--- config.mk ---
export PLATFORM = sky130hd
export DESIGN_NAME = seq_frame_scanner
export DESIGN_NICKNAME = d
export VERILOG_FILES = /design/src/rtl/seq_frame_scanner.sv
export SDC_FILE = /design/constraint.sdc
export NUM_CORES = 1
export LEC_CHECK = 0
export CORE_MARGIN = 5
export CORE_UTILIZATION = 35
export CTS_CLUSTER_SIZE = 20
export DETAILED_ROUTE_END_ITERATION = 10
export GPL_ROUTABILITY_DRIVEN = 0
export SLEW_MARGIN = 20
export SYNTH_ARGS = -nofsm -noshare
export SYNTH_HDL_FRONTEND = slang
export SYNTH_SLANG_ARGS = --single-unit
--- constraint.sdc ---
create_clock -name clk -period 2 [get_ports clk]
set_input_delay 0.4 -clock clk [delete_from_list [all_inputs] [get_ports clk]]
set_output_delay 0.4 -clock clk [all_outputs]
set_load 0.02 [all_outputs]
--- src/rtl/seq_frame_scanner.sv ---
// rtl/seq_frame_scanner.sv - frame-level serial pattern scanner with match counting
//
// Accepts DATA_W-bit words over a valid/ready handshake and shifts each one
// out MSB-first, one bit per cycle. A Moore-style detector compares a
// PAT_LEN-bit sliding window against the pattern latched at frame start and
// counts hits. The window carries across word boundaries within a frame.
//
// Optional feature macro: SEQ_SCAN_NONOVLP_EN
//   defined   - cfg_overlap selects overlapping (1) or non-overlapping (0)
//   undefined - cfg_overlap is ignored, detection is always overlapping
//
// Ports:
//   clk, reset    rising-edge clock, synchronous active-high reset
//   cfg_pattern   pattern, MSB is the first bit in time (latched per frame)
//   cfg_overlap   overlap mode select (latched per frame)
//   in_valid/in_ready/in_data/in_last   word input handshake
//   bit_out/bit_valid                   serial bit currently scanned
//   match         registered pulse, pattern completed on the previous bit
//   match_count   saturating match count of the current/last frame
//   frame_done    one-cycle pulse at the end of a frame
//   busy          frame in progress
module seq_frame_scanner #(
  parameter int DATA_W  = 8,
  parameter int PAT_LEN = 4,
  parameter int CNT_W   = 8
) (
  input  logic               clk,
  input  logic               reset,
  input  logic [PAT_LEN-1:0] cfg_pattern,
  input  logic               cfg_overlap,
  input  logic               in_valid,
  output logic               in_ready,
  input  logic [DATA_W-1:0]  in_data,
  input  logic               in_last,
  output logic               bit_out,
  output logic               bit_valid,
  output logic               match,
  output logic [CNT_W-1:0]   match_count,
  output logic               frame_done,
  output logic               busy
);

  localparam int IDX_W  = (DATA_W > 1) ? $clog2(DATA_W) : 1;
  localparam int FILL_W = $clog2(PAT_LEN + 1);
  localparam logic [FILL_W-1:0] FILL_FULL = FILL_W'(PAT_LEN);
  localparam logic [IDX_W-1:0]  IDX_LAST  = IDX_W'(DATA_W - 1);

  typedef enum logic [1:0] {
    S_IDLE,
    S_SHIFT,
    S_DONE
  } state_t;

  state_t state, state_nxt;

  logic [DATA_W-1:0]  sreg;
  logic [IDX_W-1:0]   bit_idx;
  logic               last_lat;
  logic [PAT_LEN-1:0] pat_lat;
  logic [PAT_LEN-1:0] win;
  logic [PAT_LEN-1:0] win_nxt;
  logic [FILL_W-1:0]  fill;
  logic [FILL_W-1:0]  fill_nxt;
  logic               hit;

`ifdef SEQ_SCAN_NONOVLP_EN
  logic ovl_lat;
`else
  logic unused_cfg_overlap;
  assign unused_cfg_overlap = cfg_overlap;
`endif

  // Next-state and handshake/strobe outputs
  always_comb begin
    state_nxt  = state;
    in_ready   = 1'b0;
    bit_valid  = 1'b0;
    frame_done = 1'b0;
    case (state)
      S_IDLE: begin
        in_ready = 1'b1;
        if (in_valid) state_nxt = S_SHIFT;
      end
      S_SHIFT: begin
        bit_valid = 1'b1;
        if (bit_idx == '0) state_nxt = last_lat ? S_DONE : S_IDLE;
      end
      S_DONE: begin
        frame_done = 1'b1;
        state_nxt  = S_IDLE;
      end
      default: state_nxt = S_IDLE;
    endcase
  end

  assign bit_out = bit_valid & sreg[DATA_W-1];

  // Window as it will look after absorbing the current bit; a hit needs a
  // full window so that stale or cleared history never produces a match.
  assign win_nxt  = {win[PAT_LEN-2:0], sreg[DATA_W-1]};
  assign fill_nxt = (fill == FILL_FULL) ? FILL_FULL : fill + 1'b1;
  assign hit      = bit_valid && (fill_nxt == FILL_FULL) && (win_nxt == pat_lat);

  always_ff @(posedge clk) begin
    if (reset) begin
      state       <= S_IDLE;
      sreg        <= '0;
      bit_idx     <= '0;
      last_lat    <= 1'b0;
      pat_lat     <= '0;
      win         <= '0;
      fill        <= '0;
      match       <= 1'b0;
      match_count <= '0;
      busy        <= 1'b0;
`ifdef SEQ_SCAN_NONOVLP_EN
      ovl_lat     <= 1'b0;
`endif
    end else begin
      state <= state_nxt;
      match <= hit;
      case (state)
        S_IDLE: begin
          if (in_valid) begin
            sreg     <= in_data;
            bit_idx  <= IDX_LAST;
            last_lat <= in_last;
            // First word of a frame: snapshot config and restart detection
            if (!busy) begin
              pat_lat     <= cfg_pattern;
              win         <= '0;
              fill        <= '0;
              match_count <= '0;
              busy        <= 1'b1;
`ifdef SEQ_SCAN_NONOVLP_EN
              ovl_lat     <= cfg_overlap;
`endif
            end
          end
        end
        S_SHIFT: begin
          sreg    <= sreg << 1;
          bit_idx <= bit_idx - 1'b1;
          win     <= win_nxt;
`ifdef SEQ_SCAN_NONOVLP_EN
          // Non-overlapping: a hit consumes the window, so refill from empty
          fill    <= (hit && !ovl_lat) ? '0 : fill_nxt;
`else
          fill    <= fill_nxt;
`endif
          if (hit && (match_count != '1)) match_count <= match_count + 1'b1;
          if ((bit_idx == '0) && last_lat) busy <= 1'b0;
        end
        default: ;
      endcase
    end
  end

endmodule
### After elaboration in Yosys (flattened, before gate mapping)

Cells that the tools add are included.

| storage, ports and cells | value |
|---|---|
| bits in registers | 34 |
| input bits | 17 |
| output and inout port bits | 14 |
| logic and storage cells | 65 |

| operators by class | value |
|---|---|
| add/sub/neg operators | 3 |
| equality and inequality tests | 11 |
| mux-type cells | 25 |
| bitwise gates (word level) | 2 |
| reduce and logical (&&, ||, !) cells | 14 |

Operators by type and width:

| operator | number |
|---|---|
| $mux 8 | 4 |
| $pmux 8 s2 | 2 |
| $mux 3 | 6 |
| $pmux 3 s2 | 3 |
| $ne 2x2->1 const B | 5 |
| $reduce_and 3->1 | 3 |
| $add 8x1->8 const B | 1 |
| $ne 8x8->1 const B | 1 |
| $eq 3x3->1 const B | 2 |
| $mux 2 | 3 |
| $reduce_and 2->1 | 3 |
| $mux 1 | 5 |
| $eq 4x4->1 | 1 |
| $logic_and 1x1->1 | 4 |
| $pmux 2 s2 | 1 |
| $reduce_and 4->1 | 1 |
| $add 3x1->3 const B | 1 |
| $logic_not 3->1 | 1 |
| $sub 3x1->3 const B | 1 |
| $eq 2x1->1 const B | 1 |
| $eq 2x2->1 const B | 1 |
| $logic_not 2->1 | 1 |
| $pmux 1 s2 | 1 |
| $reduce_bool 2->1 | 1 |
| other kinds (2) | 2 |

### Logic depth before layout (Yosys ltp)

Gate-level depths: netlist of run 1.

| depth | value |
|---|---|
| depth after elaboration | 8 |
| mapped depth | 7 |
| gate-level depth less buffers | 7 |

### Worst setup path after synthesis of run 1

No wires, ideal clock.

| timing | value |
|---|---|
| path type | register -> register |
| start point | register fill[0] |
| end point | register match_count[5] |
| library setup time | 0.074 ns |
| data arrival time | 1.782 ns |
| required time | 1.926 ns |
| setup slack | 0.144 ns |
| stages on the path, launching flop included | 8 |
| path buffers | 0 |
| clock period less this slack | 1.856 ns |
| cell sequence | dfxtp_1 inv_1 ha_1 and3b_1 nor3_4 nand2_1 or4_1 a31oi_1 |

| on the way | value |
|---|---|
| word-level cells in the longest chain between the ends | 8 |
| elaborated cells on any way between the ends | 9 |
| classes of those cells | add/sub: 1; eq/ne: 3; mux: 1; reduce/logical: 4 |

Ends and longest elaborated chain:

| what | line | RTL |
|---|---|---|
| start: declaration | 62 | `logic [FILL_W-1:0] fill;` |
| start signal: assignment | 149 | `fill <= fill_nxt;` |
| $add 3x1->3 / $eq 3x3->1 (equally long branches) | 101 | `assign fill_nxt = (fill == FILL_FULL) ? FILL_FULL : fill + 1'b1;` |
| $mux 3 * | 101 |  |
| $eq 3x3->1 * | 102 | `assign hit = bit_valid && (fill_nxt == FILL_FULL) && (win_nxt == pat_lat);` |
| $logic_and 1x1->1 * (2 in series) | 102 |  |
| $logic_and 1x1->1 * | 151 | `if (hit && (match_count != '1)) match_count <= match_count + 1'b1;` |
| $ne 2x2->1 (no source line) * | - |  |
| $reduce_and 4->1 (no source line) * | - |  |
| end signal: assignment | 151 |  |
| end: declaration | 38 | `output logic [CNT_W-1:0] match_count,` |

Every way passes the cells marked *; elsewhere a longest branch is shown, timed or not.
A chain may end at the register's enable or synchronous reset.

### Worst setup path after layout of run 1

| timing | value |
|---|---|
| start point | register state[1] |
| end point | output bit_out |

| on the way | value |
|---|---|
| word-level cells in the longest chain between the ends | 3 |

Ends and longest elaborated chain:

| what | line | RTL |
|---|---|---|
| start: declaration | 54 | `state_t state, state_nxt;` |
| start signal: assignment | 120 | `state <= state_nxt;` |
| $eq 2x1->1 | 79 | `case (state)` |
| $mux 1 | 79 |  |
| $and 1x1->1 | 96 | `assign bit_out = bit_valid & sreg[DATA_W-1];` |
| end: declaration | 35 | `output logic bit_out,` |

No other way between the ends.

==> flow_metrics.env, run 1 <==
export IMPL_slew_violations=0
export IMPL_antenna_found_initial=0
export IMPL_grt_usage_pct=13.46
export IMPL_vias=1502
export IMPL_die_x_um=77.59
export IMPL_powerDensity_mw_per_mm2=730.8
export IMPL_synth_top_area_cell="dfxtp_1"
export IMPL_cp_end_kind="output pin"
export IMPL_rows=24
export IMPL_start_util_pct=36.47
export IMPL_setup_violations_final=0
export IMPL_gr_total_overflow=0
export IMPL_critPathKind="reg2out"
export IMPL_max_freq_ghz=0.5255
export IMPL_relSlewSlack_pct=72.27
export IMPL_dr_pass1_iters=4
export IMPL_synth_seq_cells=34
export IMPL_fin_crit_ns=1.903
export IMPL_final_layout_size_suffix_gt1_share_pct=15.35
export IMPL_postSynthCellCount=194
export IMPL_drc=0
export IMPL_worstPathRequired_ns=1.60
export IMPL_skew_ns=0.003337
export IMPL_p_int_mw=1.188
export IMPL_clock_tree_htree_level_count=2
export IMPL_post_route_period_util_pct=95.15
export IMPL_cts_made_buffers=5
export IMPL_syn2layout_area_growth_pct=37.09
export IMPL_pre_cts_ws_ns=-0.01284
export IMPL_yosysWarnings=0
export IMPL_die_h_um=77.59
export IMPL_synth_area_leaders="dfxtp_1 43%, nand2_1 8.2%, a21oi_1 5.3%, nor2_1 4.9%, ha_1 3.9%"
export IMPL_netSwitchingPower_mw=0.4142
export IMPL_leakagePower_nw=0.8638
export IMPL_synth_flop_cell="dfxtp_1"
export IMPL_netlist_area_leader_share_pct=42.57
export IMPL_grt_pass1_wl_mm=6.651
export IMPL_hold_class="reg2reg"
export IMPL_reg2regPathDepth=8
export IMPL_clk_pin_slew_ns=0.07
export IMPL_grt_pass1_vias=1446
export IMPL_syn_area_mm2=0.001599
export IMPL_hold_path_end="last_lat$_SDFFE_PP0P_"
export IMPL_wirelength_mm=3.885
export IMPL_holdPathStages=2
export IMPL_placed_cells=283
export IMPL_outcome="finished clean"
export IMPL_fill_cells=456
export IMPL_async_flop_share_pct=0
export IMPL_swShare_pct=25.86
export IMPL_clkPwrFrac_pct=37.0
export IMPL_fin_cells=293
export IMPL_ys_types=39
export IMPL_finalHoldViolations=0
export IMPL_tightest_slew_ns=0.4159
export IMPL_p_comb_share_pct=16.7
export IMPL_io_pins=31
export IMPL_drtAntennaViolNets=0
export IMPL_antennaDiodeCount=0
export IMPL_reg2reg_slack_ns=0.11
export IMPL_crit_chain="nand2b_1, inv_1, and2_1, dlygate4sd2_1"
export IMPL_clkLatencyLatePin_ns=0.28
export IMPL_dp_hpwl_mm=2.803
export IMPL_viasPerCell=5.126
export IMPL_wire_per_inst_um=13.26
export IMPL_r2r_start="fill[1]$_SDFFE_PP0P_"
export IMPL_cts_tree="yes"
export IMPL_cp_arrival_ns=1.50
export IMPL_coreArea_mm2=0.004384
export IMPL_synth_edf_count=0
export IMPL_vdd_ir_drop_max_mv=0.3528
export IMPL_layout_setup_ws_ns=0.09702
export IMPL_fin_nets=262
export IMPL_drt_initial_drc_count=89
export IMPL_clockBufferDepth=2
export IMPL_slowest_stage="dfxtp_1"
export IMPL_cap_violations=0
export IMPL_yosysSeqAreaShare_pct=42.57
export IMPL_grt_max_degree=23
export IMPL_synth_most_common_cell="nand2_1"
export IMPL_synth_common_cells="35 x nand2_1, 34 x dfxtp_1, 21 x nor2_1"
export IMPL_share_seq_of_total_power_pct=46.3
export IMPL_avgSynthCellArea_um2=8.242
export IMPL_syn_nets=216
export IMPL_die_area_mm2=0.006020
export IMPL_hp_start="last_lat$_SDFFE_PP0P_"
export IMPL_cp_start_kind="register"
export IMPL_cts_sinks=34
export IMPL_crit_path_max_fanout=4
export IMPL_port_buffers=29
export IMPL_r2r_end="match_count[7]$_SDFFE_PP0P_"
export IMPL_cts_hold_buf=0
export IMPL_critPathMaxStageDelay_ns=0.36
export IMPL_cts_root_buf="clkbuf_8"
-- per-layer routing --
metal	up-vias	share of wire, %	track usage, %
li1	775	-	-
met1	687	46	17.08
met2	33	46	21.62
met3	7	5.6	4.051
met4	0	1.8	4.639
met5	-	0	0
-- sequential cells by signal (all words and copies together) (netlist names) --
register / flops
match_count: 8
sreg: 8
pat_lat: 4
bit_idx: 3
fill: 3
win: 3
state: 2
busy: 1
last_lat: 1
match: 1
-- per-stage QoR --
step	hold WS (ns)	TNS, ns	instance area, um2	utilization, %	power [mW]
floorplan	0.4363	0	1599	-	0.9062
global placement	0.4443	0	2052	46.80	1.017
detailed placement	0.4481	-0.01284	2052	46.80	1.019
CTS	0.4583	0	2160	49.26	1.617
global route	0.4843	-0.008259	2192	50.00	1.682
finish	0.4571	0	2192	50.00	1.602
-- power groups by stage --
stage | combinational, mW | sequential [mW] | clock (mW)
3_5_place_dp | 0.263 | 0.756 | 0
6_report | 0.268 | 0.741 | 0.593
2_1_floorplan | 0.153 | 0.753 | 0
4_1_cts | 0.261 | 0.740 | 0.616
3_3_place_gp | 0.262 | 0.756 | 0
5_1_grt | 0.301 | 0.747 | 0.635
-- placed cells by master (no fill, tap or decap), types with 2 or more instances in the layout --
| cell type | Yosys | final |
|---|---|---|
| a31oi_1 | 2 | 2 |
| nor3_1 | 3 | 3 |
| a22oi_1 | 3 | 3 |
| ha_1 | 5 | 4 |
| nand2b_1 | 2 | 2 |
| or4_1 | 3 | 3 |
| nand2_1 | 35 | 34 |
| dfxtp_1 | 34 | 34 |
| nor2b_1 | 2 | 2 |
| nor2_1 | 21 | 21 |
| and2_1 | 4 | 4 |
| clkdlybuf4s50_1 | 0 | 26 |
| a21oi_1 | 17 | 17 |
| and3_1 | 2 | 2 |
| inv_1 | 7 | 5 |
| a311oi_1 | 7 | 7 |
| o21ai_0 | 4 | 4 |
| clkbuf_8 | 0 | 8 |
| a32oi_1 | 2 | 2 |
| nand3_1 | 6 | 6 |
| xor2_1 | 5 | 5 |
| buf_4 | 0 | 20 |
| inv_2 | 0 | 2 |
| a211oi_1 | 2 | 2 |
| dlygate4sd2_1 | 0 | 2 |
| o211ai_1 | 2 | 2 |
-- worst max path at each step --
stage	startpoint	end	slack, ns
6_report	state[1]$_SDFFE_PP0P_	bit_out	0.1
4_1_cts	fill[0]$_SDFFE_PP0P_	match_count[5]$_SDFFE_PP0P_	0.04
2_1_floorplan	fill[0]$_SDFFE_PP0P_	match_count[5]$_SDFFE_PP0P_	0.14
5_1_grt	fill[1]$_SDFFE_PP0P_	match_count[7]$_SDFFE_PP0P_	-0.008
3_5_place_dp	fill[0]$_SDFFE_PP0P_	match_count[5]$_SDFFE_PP0P_	-0.01
3_3_place_gp	fill[0]$_SDFFE_PP0P_	match_count[5]$_SDFFE_PP0P_	0.03
-- cells by family (layout without fill, tap and decap cells) --
family	Yosys count	in the layout	synth area share (%)
compound gates	46	46	19.33
flops	34	34	42.57
buf+inv	17	64	3.991
simple gates	87	87	27.47
fa+ha+maj	5	5	3.912
xor+xnor	5	5	2.739
-- timing repair --
action,in CTS,in global routing
buffers inserted,0,2
pin swaps,1,3
gates resized for setup,2,6
endpoints found under the setup margin,4,4
hold endpoints to repair,0,0
-- cell type report --
class	count	area (um2)	share of cell area [%]
clock buffers	8	110.1	5.023
inverters	7	26.28	1.199
multi-input cells	143	869.6	39.67
flip-flops and latches	34	680.7	31.05
well taps	52	65.06	2.968
repair buffers	49	440.4	20.09
-- worst max-delay path: cells and delay by family (launching register included) --
kind	cells	cell delay, ns
and+or+nand+nor	2	0.43
buffers and inverters	2	0.43
DFF	1	0.36
Power figures use the tool's default switching activity.
==> inputs of run 2 (changes only) <==
--- a/config.mk
+++ b/config.mk
@@ -10,6 +10,7 @@
 export CTS_CLUSTER_SIZE = 20
 export DETAILED_ROUTE_END_ITERATION = 10
 export GPL_ROUTABILITY_DRIVEN = 0
+export REMOVE_ABC_BUFFERS = 1
 export SLEW_MARGIN = 20
 export SYNTH_ARGS = -nofsm -noshare
 export SYNTH_HDL_FRONTEND = slang
==> run 2 against run 1 <==
  * Worst hold slack improved by 0.0026 ns
  * Sequential cell count stayed put
  * First-iteration DRC count grew 43%
  * Register-to-register slack improved by 0.02 ns
  * Final cell count down 1.4%
  * Critical endpoint is now in_ready
==> flow_metrics.env, run 2 (synthesized netlist as in run 1, its figures left out) <==
export IMPL_rows=24
export IMPL_die_area_mm2=0.006020
export IMPL_vias=1477
export IMPL_path_buf_inv=1
export IMPL_cts_root_buf="clkbuf_8"
export IMPL_crit_path_max_fanout=4
export IMPL_finalSetupTns_ns=0
export IMPL_cts_sinks=34
export IMPL_slowest_stage="clkdlybuf4s50_1"
export IMPL_start_util_pct=36.47
export IMPL_drc=0
export IMPL_wire_per_inst_um=12.89
export IMPL_antenna_found_initial=0
export IMPL_antennaDiodeCount=0
export IMPL_worstPathRequired_ns=1.60
export IMPL_cp_arrival_ns=1.49
export IMPL_final_layout_size_suffix_gt1_share_pct=13.08
export IMPL_drtAntennaViolNets=0
export IMPL_ff_latch_area_um2=680.7
export IMPL_grt_max_degree=22
export IMPL_viasPerCell=5.111
export IMPL_crit_chain="nor2_1, clkdlybuf4s50_1"
export IMPL_cts_setup_buffers=0
export IMPL_clockBufferDepth=2
export IMPL_grt_usage_pct=12.58
export IMPL_leakagePower_nw=0.8336
export IMPL_reg_top3="match_count: 8 flops, sreg: 8 flops, pat_lat: 4 flops"
export IMPL_max_freq_ghz=0.5297
export IMPL_outcome="finished clean"
export IMPL_io_pins=31
export IMPL_final_area_mm2=0.002137
export IMPL_cp_end_kind="output pin"
export IMPL_drt_initial_drc_count=127
export IMPL_critPathTopFamily="buffers and inverters"
export IMPL_multi_input_area_um2=859.6
export IMPL_fill_cells=430
export IMPL_slew_violations=0
export IMPL_cap_violations=0
export IMPL_dp_hpwl_mm=2.734
export IMPL_skew_ns=0.004344
export IMPL_fin_nets=260
export IMPL_clkLatencyLatePin_ns=0.28
export IMPL_post_route_period_util_pct=94.39
export IMPL_fin_crit_ns=1.888
export IMPL_cts_made_buffers=5
export IMPL_critPathMaxStageDelay_ns=0.66
export IMPL_vdd_ir_drop_max_mv=0.3638
export IMPL_cp_start_kind="register"
export IMPL_rsz0062_at_grt="no"
export IMPL_place_area_mm2=0.002052
export IMPL_mostFrequentLayoutCells="34 x nand2_1, 34 x dfxtp_1, 27 x clkdlybuf4s50_1, 20 x nor2_1, 18 x buf_4"
export IMPL_die_h_um=77.59
export IMPL_syn2layout_area_growth_pct=33.65
export IMPL_clk_pin_slew_ns=0.06
export IMPL_wirelength_mm=3.725
export IMPL_coreArea_mm2=0.004384
export IMPL_powerDensity_mw_per_mm2=702.1
export IMPL_critPathKind="reg2out"
export IMPL_gr_total_overflow=0
export IMPL_hold_class="reg2reg"
export IMPL_dr_pass1_iters=4
export IMPL_grt_pass1_vias=1347
export IMPL_cts_tree="yes"
export IMPL_port_buffers=29
export IMPL_die_x_um=77.59
export IMPL_finalHoldViolations=0
export IMPL_tightest_slew_ns=0.3982
export IMPL_grt_pass1_wl_mm=6.244
export IMPL_clock_tree_htree_level_count=2
export IMPL_setup_violations_final=0
export IMPL_relSlewSlack_pct=73.45
[run 2: worst paths after layout]
kind | start | to | slack [ns] | cells past startpoint
min reg2reg | last_lat$_SDFFE_PP0P_ | last_lat$_SDFFE_PP0P_ | 0.46 | 2
min | last_lat$_SDFFE_PP0P_ | last_lat$_SDFFE_PP0P_ | 0.46 | 2
max reg2reg | fill[0]$_SDFFE_PP0P_ | match_count[5]$_SDFFE_PP0P_ | 0.13 | 7
max | state[1]$_SDFFE_PP0P_ | in_ready | 0.11 | 2
[run 2: area by class of cell]
type | instances | area share [%]
Clock buffer | 6 | 3.864
Inverter | 7 | 1.230
Multi-Input combinational cell | 143 | 40.22
Sequential cell | 34 | 31.85
Tap cell | 52 | 3.044
Timing Repair Buffer | 47 | 19.79
[run 2: power breakdown]
group | total, mW | leakage (nW) | switching [mW] | internal [mW]
clock | 0.494 | 0.0431 | 0.228 | 0.265
sequential | 0.741 | 0.278 | 0.0245 | 0.716
combinational | 0.266 | 0.513 | 0.144 | 0.122
total | 1.50 | 0.834 | 0.397 | 1.10
[run 2: metrics by stage]
| step | utilization, % | cells | setup slack, ns | total power, mW | hold slack [ns] |
|---|---|---|---|---|---|
| final | 48.74 | 289 | 0.1122 | 1.500 | 0.4597 |
| after global routing | 48.74 | 289 | 0.008582 | 1.582 | 0.4863 |
| after CTS | 48.63 | 289 | 0.01768 | 1.515 | 0.4594 |
| after detailed placement | 46.80 | 283 | 0.02228 | 1.023 | 0.4502 |
| after global placement | 46.80 | 283 | 0.05872 | 1.021 | 0.4444 |
| after floorplan | - | 184 | 0.06763 | 0.8915 | 0.4303 |
[run 2: metal layers]
| layer | global-route usage, % | vias to the layer above | wire (um) |
|---|---|---|---|
| met5 | 0 | - | 0 |
| met4 | 3.608 | 0 | 38 |
| met3 | 4.745 | 4 | 235 |
| met2 | 19.45 | 35 | 1646 |
| met1 | 16.34 | 667 | 1805 |
| li1 | - | 771 | - |
[run 2: worst reg2reg max path: stages, from the launching register on]
cell,delay [ns]
dfxtp_1,0.33
inv_1,0.06
ha_1,0.19
a21oi_2,0.08
nor4_4,0.26
nand2_1,0.21
or4_1,0.50
a31oi_1,0.16
[run 2: timing repair]
| action | 4_1_cts | 5_1_grt |
|---|---|---|
| hold buffers | 0 | 0 |
| resized for setup | 2 | 3 |
| pin swaps | 0 | 2 |
| setup endpoints to repair | 2 | 5 |
==> inputs of run 3 (changes only) <==
--- a/config.mk
+++ b/config.mk
@@ -5,6 +5,7 @@
 export SDC_FILE = /design/constraint.sdc
 export NUM_CORES = 1
 export LEC_CHECK = 0
+export ABC_AREA = 1
 export CORE_MARGIN = 5
 export CORE_UTILIZATION = 35
 export CTS_CLUSTER_SIZE = 20
==> run 3 against run 2 <==
  * Die area rose by 6.1%
  * Sequential power is 3.8% higher
  * Utilization fell by 2.6 points
  * Sequential share of layout area decreased by 0.62 points
  * Sequential cell count is the same
  * Clock-buffer cell count is 2 higher
  * Register-to-register slack better by 0.23 ns
  * Total power is 13% higher
  * First-iteration DRC count fell by 31%
  * Routed wire length is 3.5% lower
  * Maximum frequency fell by 0.19%
  * Final area increased by 2.0%
  * Critical path type unchanged
  * Critical endpoint unchanged
  * Largest power group unchanged
  * Highest routed layer unchanged
==> flow_metrics.env, run 3 <==
export IMPL_cp_end_kind="output pin"
export IMPL_cp_arrival_ns=1.49
export IMPL_yosysSeqAreaShare_pct=39.80
export IMPL_outcome="finished clean"
export IMPL_grt_pass1_vias=1370
export IMPL_coreArea_mm2=0.004723
export IMPL_wire_per_inst_um=10.55
export IMPL_antenna_found_initial=0
export IMPL_worstPathRequired_ns=1.60
export IMPL_finalSetupTns_ns=0
export IMPL_yosysWarnings=0
export IMPL_setup_violations_final=0
export IMPL_reg_top3="match_count: 8 flops, sreg: 8 flops, pat_lat: 4 flops"
export IMPL_muxShareOfSynthArea_pct=0
export IMPL_grt_usage_pct=12.41
export IMPL_antennaDiodeCount=0
export IMPL_crit_path_max_fanout=3
export IMPL_cts_sinks=34
export IMPL_yosys_area_share_simple_pct=32.70
export IMPL_max_freq_ghz=0.5287
export IMPL_hp_start="sreg[0]$_SDFFE_PP0P_"
export IMPL_synth_common_cells="70 x nand2_1, 34 x dfxtp_1, 25 x inv_1"
export IMPL_holdPathStages=2
export IMPL_critPathMaxStageDelay_ns=0.60
export IMPL_drt_initial_drc_count=87
export IMPL_mostFrequentLayoutCells="70 x nand2_1, 34 x dfxtp_1, 28 x clkdlybuf4s50_1, 25 x inv_1, 24 x nor2_1"
export IMPL_port_buffers=29
export IMPL_rows=25
export IMPL_synth_edf_count=0
export IMPL_cts_made_buffers=5
export IMPL_final_layout_size_suffix_gt1_share_pct=11.68
export IMPL_tightest_slew_ns=0.6575
export IMPL_layout_setup_ws_ns=0.1086
export IMPL_clkLatencyLatePin_ns=0.29
export IMPL_fin_crit_ns=1.891
export IMPL_clk_pin_slew_ns=0.07
export IMPL_finalHoldViolations=0
export IMPL_drtAntennaViolNets=0
export IMPL_critPathKind="reg2out"
export IMPL_powerDensity_mw_per_mm2=780.5
export IMPL_clock_tree_htree_level_count=2
export IMPL_synth_compound_area_share_pct=13.97
export IMPL_leakagePower_nw=0.8851
export IMPL_synth_xor_area_share_pct=0.5121
export IMPL_slowest_stage="clkdlybuf4s50_1"
export IMPL_reg2regPathDepth=10
export IMPL_syn2layout_area_growth_pct=27.43
export IMPL_slew_violations=0
export IMPL_synth_fa_ha_area_share_pct=3.658
export IMPL_die_h_um=79.91
export IMPL_fin_cells=341
export IMPL_syn_area_mm2=0.001710
export IMPL_vias=1521
export IMPL_relSlewSlack_pct=55.70
export IMPL_grt_pass1_wl_mm=6.147
export IMPL_dr_pass1_iters=6
export IMPL_gr_total_overflow=0
export IMPL_hold_path_end="sreg[0]$_SDFFE_PP0P_"
export IMPL_wirelength_mm=3.596
export IMPL_drc=0
export IMPL_fin_hold_ws_ns=0.4643
export IMPL_crit_cells=4
export IMPL_cts_resized=1
export IMPL_synth_seq_cells=34
export IMPL_skew_ns=0.004131
export IMPL_viasPerCell=4.460
export IMPL_start_util_pct=36.21
export IMPL_grt_max_degree=16
export IMPL_die_area_mm2=0.006385
export IMPL_critPathTopFamily="buffers and inverters"
export IMPL_final_common_cell="nand2_1"
export IMPL_post_route_period_util_pct=94.57
export IMPL_ys_types=28
export IMPL_r2r_start="fill[0]$_SDFFE_PP0P_"
export IMPL_pre_cts_ws_ns=0.1790
export IMPL_synth_top_family_by_area="simple AND/OR/NAND/NOR gates"
export IMPL_cp_start_kind="register"
export IMPL_cts_root_buf="clkbuf_8"
export IMPL_cts_setup_buffers=0
export IMPL_reg2reg_slack_ns=0.36
export IMPL_r2r_end="match_count[7]$_SDFFE_PP0P_"
export IMPL_async_flop_share_pct=0
export IMPL_clockBufferDepth=2
export IMPL_avgSynthCellArea_um2=7.097
export IMPL_cts_hold_buf=0
export IMPL_placed_cells=333
export IMPL_cap_violations=0
export IMPL_vdd_ir_drop_max_mv=0.3750
export IMPL_synth_area_leaders="dfxtp_1 40%, nand2_1 15%, inv_1 5.5%, nor2_1 5.3%, a21oi_1 4.7%"
export IMPL_synth_most_common_cell="nand2_1"
export IMPL_die_x_um=79.91
export IMPL_final_util_pct=46.15
export IMPL_dp_hpwl_mm=2.599
export IMPL_crit_chain="inv_2, nand2_1, inv_1, clkdlybuf4s50_1"
export IMPL_postSynthCellCount=241
export IMPL_synth_top_area_cell="dfxtp_1"
export IMPL_fin_nets=295
export IMPL_io_pins=31
export IMPL_hold_class="reg2reg"
export IMPL_cts_tree="yes"
export IMPL_synth_flop_cell="dfxtp_1"
export IMPL_path_buf_inv=3
export IMPL_netlist_area_leader_share_pct=39.80
export IMPL_rsz0062_at_grt="no"
[run 3: cell type report]
cell class	instances	area, um2
well taps	67	83.83
clock buffers	8	110.1
flip-flops and latches	34	680.7
fillers	496	2544
multi-input cells	169	869.6
inverters	29	108.9
repair buffers	34	326.6
[run 3: cell families (layout without fill, tap and decap cells)]
kind of cell | after synthesis | after routing
simple gates | 120 | 120
fa+ha+maj | 5 | 5
buf+inv | 38 | 71
xor+xnor | 1 | 1
flops | 34 | 34
compound gates | 43 | 43
[run 3: power by group]
group / total [mW] / switching [mW] / internal, mW
logic: 0.328 / 0.190 / 0.138
clock network: 0.604 / 0.257 / 0.348
registers: 0.769 / 0.0365 / 0.732
[run 3: worst max-delay path by stage]
stage | startpoint | end
global placement | in_valid | fill[2]$_SDFFE_PP0P_
CTS | state[1]$_SDFFE_PP0P_ | in_ready
finish | state[0]$_SDFFE_PP0P_ | in_ready
floorplan | state[0]$_SDFFE_PP0P_ | bit_out
global route | state[1]$_SDFFE_PP0P_ | in_ready
detailed placement | in_valid | fill[1]$_SDFFE_PP0P_
[run 3: routing by layer]
layer	wire length, um	vias up	global-route usage [%]
met1	1720	664	14.54
met2	1643	20	20.28
met3	145	7	3.160
met5	0	-	0
met4	87	0	7.264
li1	-	830	-
[run 3: worst reg2reg max path: cells and delay by family, from the launching register on]
| kind | cells | cell delay, ns |
|---|---|---|
| compound gates | 1 | 0.12 |
| fa+ha+maj | 1 | 0.31 |
| buf+inv | 2 | 0.14 |
| flops | 1 | 0.35 |
| simple gates | 6 | 0.62 |
[run 3: stage by stage]
step | cell area, um2 | total power [mW]
2_1_floorplan | 1659 | 0.9833
3_3_place_gp | 2071 | 1.112
3_5_place_dp | 2071 | 1.116
4_1_cts | 2180 | 1.718
5_1_grt | 2180 | 1.794
6_report | 2180 | 1.701
